$ cat config.mk
export PLATFORM = sky130hd
export DESIGN_NAME = jpeg_blk_seq
export DESIGN_NICKNAME = d
export VERILOG_FILES = /design/src/rtl/jpeg_pkg.sv /design/src/rtl/jpeg_col_wr.sv /design/src/rtl/jpeg_blk_seq.sv
export SDC_FILE = /design/constraint.sdc
export NUM_CORES = 1
export LEC_CHECK = 0
export BUFFER_PORTS_ARGS = -buffer_cell sky130_fd_sc_hd__buf_2
export CAP_MARGIN = 5
export CORE_ASPECT_RATIO = 0.6
export CORE_MARGIN = 4
export CORE_UTILIZATION = 39
export DETAILED_ROUTE_END_ITERATION = 10
export GPL_ROUTABILITY_DRIVEN = 0
export PLACE_DENSITY = 0.7
export REMOVE_ABC_BUFFERS = 1
export SETUP_SLACK_MARGIN = 0.02
export SYNTH_ARGS = -nofsm -noshare
export SYNTH_HDL_FRONTEND = slang
export SYNTH_HIERARCHICAL = 1
export SYNTH_SLANG_ARGS = --single-unit
$ cat constraint.sdc
create_clock -name clk_i -period 4.2 [get_ports clk_i]
set_input_delay 0.63 -clock clk_i [delete_from_list [all_inputs] [get_ports clk_i]]
set_output_delay 0.63 -clock clk_i [all_outputs]
set_load 0.05 [all_outputs]
$ cat src/rtl/jpeg_pkg.sv
// Shared types for the JPEG block sequencer.
// States, strobe bundle and block geometry.
package jpeg_pkg;

  typedef enum logic [1:0] {
    IDLE = 2'd0,
    RUN  = 2'd1,
    DONE = 2'd2
  } seq_state_t;

  typedef struct packed {
    logic       in_rd;
    logic       dct_en;
    logic       mux1;
    logic       t_wr;
    logic       t_rd;
    logic [1:0] mux2_sel;
    logic       out_we;
  } ctrl_t;

  localparam int BLK_WORDS = 16;
  localparam int OUT_WORDS = 32;

endpackage

$ cat src/rtl/jpeg_col_wr.sv
// Column-pass write sub-counter for the output blockram.
// Index is 4k+j; the quantizer pair select is its low two bits.
module jpeg_col_wr
  import jpeg_pkg::*;
(
  input  logic       clk,
  input  logic       rst_n,
  input  logic       go,
  input  logic       clr,
  output logic       we,
  output logic [4:0] idx
);

  always_ff @(posedge clk) begin
    if (!rst_n || clr) begin
      we  <= 1'b0;
      idx <= '0;
    end else if (go) begin
      we  <= 1'b1;
      idx <= '0;
    end else if (we) begin
      // idx wraps to 0 after the last word, matching the idle value
      we  <= (idx != 5'(OUT_WORDS - 1));
      idx <= idx + 5'd1;
    end
  end

endmodule

$ cat src/rtl/jpeg_blk_seq.sv
// Counter-driven sequencer for one 8x8 block through the
// row DCT, transpose, column DCT and quantizer datapath.
module jpeg_blk_seq
  import jpeg_pkg::*;
#(
  parameter int DCT_LAT = 4,
  parameter int CNT_W   = 7
) (
  input  logic        clk_i,
  input  logic        rst_ni,
  input  logic        start_i,
  input  logic        abort_i,
  output logic        in_rd_o,
  output logic [3:0]  in_addr_o,
  output logic        dct_en_o,
  output logic        mux1_o,
  output logic        t_wr_o,
  output logic        t_rd_o,
  output logic [1:0]  mux2_sel_o,
  output logic [5:0]  rec_idx_o,
  output logic        out_we_o,
  output logic [4:0]  out_addr_o,
  output logic        busy_o,
  output logic        done_o,
  output logic [15:0] blk_cnt_o
);

  typedef logic [CNT_W-1:0] cnt_t;

  localparam cnt_t LAST = cnt_t'(49 + 2 * DCT_LAT);
  localparam cnt_t C0   = cnt_t'(17 + DCT_LAT);
  localparam cnt_t LAT  = cnt_t'(DCT_LAT);
  localparam cnt_t WR0  = cnt_t'(18 + 2 * DCT_LAT);
  localparam cnt_t TW0  = cnt_t'(2 + DCT_LAT);
  localparam cnt_t TW1  = cnt_t'(16 + DCT_LAT);
  localparam cnt_t NBW  = cnt_t'(BLK_WORDS);
  localparam cnt_t K2   = cnt_t'(2);
  localparam cnt_t K16  = cnt_t'(16);
  localparam cnt_t K28  = cnt_t'(28);
  localparam cnt_t K29  = cnt_t'(29);

  seq_state_t  state, nstate;
  cnt_t        c, nc, dc;
  ctrl_t       strb, nstrb, ctrl;
  logic [3:0]  in_addr, naddr;
  logic        busy, done;
  logic [15:0] cnt;
  logic        go, clr, we;
  logic [4:0]  idx;

  always_comb begin
    nstate = state;
    nc     = c;
    case (state)
      IDLE: begin
        if (start_i && !abort_i) begin
          nstate = RUN;
          nc     = '0;
        end
      end
      RUN: begin
        if (abort_i)        nstate = IDLE;
        else if (c >= LAST) nstate = DONE;
        else                nc     = c + cnt_t'(1);
      end
      DONE:    nstate = IDLE;
      default: nstate = IDLE;
    endcase
  end

  // Strobes are decoded from the next count and registered
  always_comb begin
    nstrb = '0;
    naddr = '0;
    dc    = nc - C0;
    go    = 1'b0;
    clr   = (nstate != RUN);
    if (nstate == RUN) begin
      nstrb.in_rd  = (nc < NBW);
      naddr        = (nc < NBW) ? nc[3:0] : 4'd0;
      nstrb.mux1   = (nc >= C0);
      nstrb.t_wr   = (nc >= TW0) && (nc <= TW1) &&
                     (nc[0] == LAT[0]);
      nstrb.t_rd   = (nc >= C0) && (dc <= K28) &&
                     (dc[1:0] == 2'd0);
      nstrb.dct_en = ((nc >= K2) && (nc <= K16) && !nc[0]) ||
                     ((nc > C0) && (dc <= K29) &&
                      (dc[1:0] == 2'd1));
      go           = (nc == WR0);
    end
  end

  always_ff @(posedge clk_i) begin
    if (!rst_ni) begin
      state   <= IDLE;
      c       <= '0;
      strb    <= '0;
      in_addr <= '0;
      busy    <= 1'b0;
      done    <= 1'b0;
      cnt     <= '0;
    end else begin
      state   <= nstate;
      c       <= nc;
      strb    <= nstrb;
      in_addr <= naddr;
      busy    <= (nstate != IDLE);
      done    <= (nstate == DONE);
      if (state == RUN && nstate == DONE)
        cnt <= cnt + 16'd1;
    end
  end

  jpeg_col_wr u_col_wr (
    .clk   (clk_i),
    .rst_n (rst_ni),
    .go    (go),
    .clr   (clr),
    .we    (we),
    .idx   (idx)
  );

  always_comb begin
    ctrl          = strb;
    ctrl.mux2_sel = idx[1:0];
    ctrl.out_we   = we;
  end

  assign in_rd_o    = ctrl.in_rd;
  assign in_addr_o  = in_addr;
  assign dct_en_o   = ctrl.dct_en;
  assign mux1_o     = ctrl.mux1;
  assign t_wr_o     = ctrl.t_wr;
  assign t_rd_o     = ctrl.t_rd;
  assign mux2_sel_o = ctrl.mux2_sel;
  assign rec_idx_o  = {idx, 1'b0};
  assign out_we_o   = ctrl.out_we;
  assign out_addr_o = idx;
  assign busy_o     = busy;
  assign done_o     = done;
  assign blk_cnt_o  = cnt;

endmodule

==> out/qor.txt <==
Data arrival time of the worst path: 3.58 ns
RSZ-0062 raised after global routing: no
First-pass GRT wire length: 7490 um
Cells after Synth: 223
Number of rows in the core area: 20
First drt pass iteration count: 4
CTS Buf Count: 5
Proportion of register bits with asynchronous set or reset after synthesis: 0%
RR Endpoint: u_col_wr/idx[3]$_SDFFE_PP0P_
Remaining routing DRC violations: 0
Slew at the pin with the worst max-slew slack: 0.584 ns
Type of origin of the critical path: register
Final Hold Viols: 0
Core Area: 5150 um2
Count of different cell masters after synthesis: 51
Ports placed on the boundary: 45
Post-route antenna net violation count: 0
Final Max Slew Viols: 0
WL/cell: 13.7 um
Via count of the first global-routing pass: 1555
Grt ovf: 0
Sequential cell area fraction in the yosys report: 39.7%
Count of vias placed by the detailed router: 1636
Proportion of layout cells with a drive suffix above 1: 25.9%
Height of the die: 65.1 um
Clock Skew: 0.00635 ns
Chip Width: 103 um
Final Power: 0.000757 W
Setup-violating endpoint count in the final report: 0
Slowest CP cell: sky130_fd_sc_hd__dfxtp_1
Yosys warns: 6
CP Capture Type: register
Deepest level of the CTS H-tree: 2
Total wire length: 4450 um
Leakage power: 1.11 nW
Reg-to-reg startpoint: c[1]$_SDFF_PN0_
End point of the most critical hold path: blk_cnt_o[10]$_SDFFE_PN0P_
Worst path required time: 4.39 ns
Quantity of I/O buffers inserted on ports: 43
Clock latency of the later-clocked register in the worst-skew pair: 0.30 ns
Maxcap violations: 0
Cell breakdown of the critical path: inv_1 > ha_1 > nor4_4 > o21ai_2 > nand2_1 > inv_1 > a21oi_1 > ha_1 > nand3_1 > nor4_1 > and4bb_1 > mux2_2
Dpl hpwl: 3170 um
Worst-case headroom to the max-slew limit: 60.7%
Initial antenna violation count: 0
Number of design-rule violations left by the first detailed-router iteration: 102
Worst Path Class, Setup: register to register
Count of flip-flops with a built-in enable after synthesis: 0
Number of nets in the final layout: 269
Count of hold-fix buffers inserted at cts: 0
Primary flip-flop cell chosen by synthesis mapping: sky130_fd_sc_hd__dfxtp_1
Count of fill cells added during filler insertion: 504
Avg Cell Area, Syn: 9.49 um2
Buffers from clock root to sink, at most: 2
Clock Sinks: 42
Worst Reg-to-Reg Cells: 12
Min setup slack post-route: 0.812 ns
Count of cells resized by post-cts repair: 0
Total Routing Usage GR: 14.3%
Minimum setup slack after placement: 0.591 ns
Floorplan die area: 6710 um2
Post-Synthesis Cell Area: 2120 um2
Final TNS setup: 0 ns
Hold path depth: 2
DR vias/cell: 5.03
Min-Delay Startpoint: blk_cnt_o[10]$_SDFFE_PN0P_
Count of state elements after synthesis: 42
Max Clock Freq: 295 MHz
Result of the run: completed
Pin count of the biggest net entering global routing: 31
Cell chosen for the clock root: sky130_fd_sc_hd__clkbuf_8
CTS clk-pin slew, worst paths: 0.08 ns
Period utilization: 80.7%
Setup slack of the worst register-to-register path: 0.81 ns
Delay of the slowest cell on the worst path: 0.46 ns
Area overhead of the layout relative to synthesis: 14.3%
Starting Density: 41.0%
HP Class: register to register
Clock tree from TritonCTS: built
Minimum clock period after layout: 3.39 ns
Number of inserted diodes: 0
Worst vdd rail ir drop: 171 uV
Worst-path fanout max: 8
Pwr/cell area: 313 nW/um2
Setup fix buffers added after clock tree synthesis: 0
per-layer routing:
layer	global-route usage, %	part of all wire [%]	vias to the layer above
met5	0	0	-
met4	3.39	0.38	0
met3	4.84	6.7	4
met2	21.4	44	43
met1	19.6	49	762
li1	-	-	827
synth_stat cells, types with 3 or more instances:
cell type,count,share of area (%)
sky130_fd_sc_hd__a21boi_1,3,1.1
sky130_fd_sc_hd__a21oi_1,4,0.95
sky130_fd_sc_hd__and2_1,18,5.3
sky130_fd_sc_hd__and3_1,4,1.2
sky130_fd_sc_hd__buf_4,9,3.2
sky130_fd_sc_hd__clkbuf_1,3,0.53
sky130_fd_sc_hd__dfxtp_1,42,40
sky130_fd_sc_hd__ha_1,7,4.1
sky130_fd_sc_hd__inv_1,9,1.6
sky130_fd_sc_hd__mux2i_1,5,2.4
sky130_fd_sc_hd__nand2_1,14,2.5
sky130_fd_sc_hd__nand3_1,10,2.4
sky130_fd_sc_hd__nand4_1,6,1.8
sky130_fd_sc_hd__nor2_1,14,2.5
sky130_fd_sc_hd__nor2b_1,5,1.5
sky130_fd_sc_hd__nor3_1,5,1.2
sky130_fd_sc_hd__o211a_1,3,1.4
sky130_fd_sc_hd__o21ai_0,4,0.95
sky130_fd_sc_hd__or3_1,3,0.89
sky130_fd_sc_hd__xnor2_1,12,5.0
sky130_fd_sc_hd__xor2_1,4,1.7
logic make-up after synthesis:
group | Yosys count | share of synthesized area, %
xor+xnor | 16 | 6.62
buf+inv | 24 | 6.62
fa+ha+maj | 7 | 4.14
simple gates | 99 | 27.9
other cells | 1 | 0.177
flops | 42 | 39.7
compound gates | 25 | 9.64
mux | 9 | 5.14
layout by cell type (no fill, tap or decap), types with 2 or more instances in the layout:
cell type	instances
sky130_fd_sc_hd__o211a_1	3
sky130_fd_sc_hd__o21ai_0	4
sky130_fd_sc_hd__inv_1	9
sky130_fd_sc_hd__a21boi_1	3
sky130_fd_sc_hd__nand4_1	6
sky130_fd_sc_hd__nand3b_1	2
sky130_fd_sc_hd__a21oi_1	4
sky130_fd_sc_hd__mux2_2	2
sky130_fd_sc_hd__and4_1	2
sky130_fd_sc_hd__buf_2	43
sky130_fd_sc_hd__and3_2	2
sky130_fd_sc_hd__and2_1	18
sky130_fd_sc_hd__nor3_1	5
sky130_fd_sc_hd__xnor2_1	12
sky130_fd_sc_hd__a21oi_2	2
sky130_fd_sc_hd__nand2_1	14
sky130_fd_sc_hd__mux2i_1	5
sky130_fd_sc_hd__nor4b_1	2
sky130_fd_sc_hd__and3_1	4
sky130_fd_sc_hd__nand2b_1	2
sky130_fd_sc_hd__xor2_1	4
sky130_fd_sc_hd__clkbuf_8	5
sky130_fd_sc_hd__nand3_1	10
sky130_fd_sc_hd__nor2_1	14
sky130_fd_sc_hd__o211ai_1	2
sky130_fd_sc_hd__or3_1	3
sky130_fd_sc_hd__dfxtp_1	42
sky130_fd_sc_hd__nor2b_1	5
sky130_fd_sc_hd__ha_1	7
metrics by stage:
step	cells	instance area [um2]	utilization, %	hold WS, ns
final	325	2420	46.9	0.509
after global routing	325	2420	46.9	0.543
after CTS	325	2420	46.9	0.511
after detailed placement	317	2310	44.8	0.499
after global placement	317	2310	44.8	0.476
after floorplan	208	2010	-	0.541
registers in the layout, indices dropped and copies added (netlist names), 2 cells and up:
name,flops
in_addr_o,4
c,7
u_col_wr/idx,5
state,2
blk_cnt_o,16
worst max-delay path by stage:
stage | startpoint | endpoint | slack [ns] | depth (start not counted)
3_3_place_gp | abort_i | u_col_wr/idx[3]$_SDFFE_PP0P_ | 0.80 | 10
2_1_floorplan | abort_i | u_col_wr/idx[3]$_SDFFE_PP0P_ | 1.09 | 9
4_1_cts | c[1]$_SDFF_PN0_ | u_col_wr/idx[3]$_SDFFE_PP0P_ | 0.86 | 12
5_1_grt | c[1]$_SDFF_PN0_ | u_col_wr/idx[3]$_SDFFE_PP0P_ | 0.60 | 12
3_5_place_dp | abort_i | u_col_wr/idx[3]$_SDFFE_PP0P_ | 0.59 | 10
6_report | c[1]$_SDFF_PN0_ | u_col_wr/idx[3]$_SDFFE_PP0P_ | 0.81 | 12
worst max-delay path: cells and delay by family, from the launching register on:
family	cells	cell delay (ns)
compound gates	2	0.64
fa+ha+maj	2	0.44
flops	1	0.46
buf+inv	2	0.18
simple gates	5	1.30
mux	1	0.26
layout make-up:
class                           instances  area (um2)  area share (%)
Inverter                                9        33.8            1.40
Timing Repair Buffer                   43         215            8.90
Sequential cell                        42         841            34.8
Clock inverter                          2        37.5            1.55
Tap cell                               66        82.6            3.42
Multi-Input combinational cell        157        1130            46.9
Clock buffer                            6        72.6            3.00
report_power, final:
part | internal, W | switching (W) | total (W)
registers | 0.000400 | 0.00000190 | 0.000402
clock network | 0.000178 | 0.000145 | 0.000323
logic | 0.00000928 | 0.0000230 | 0.0000323
Power figures use the tool's default switching activity.
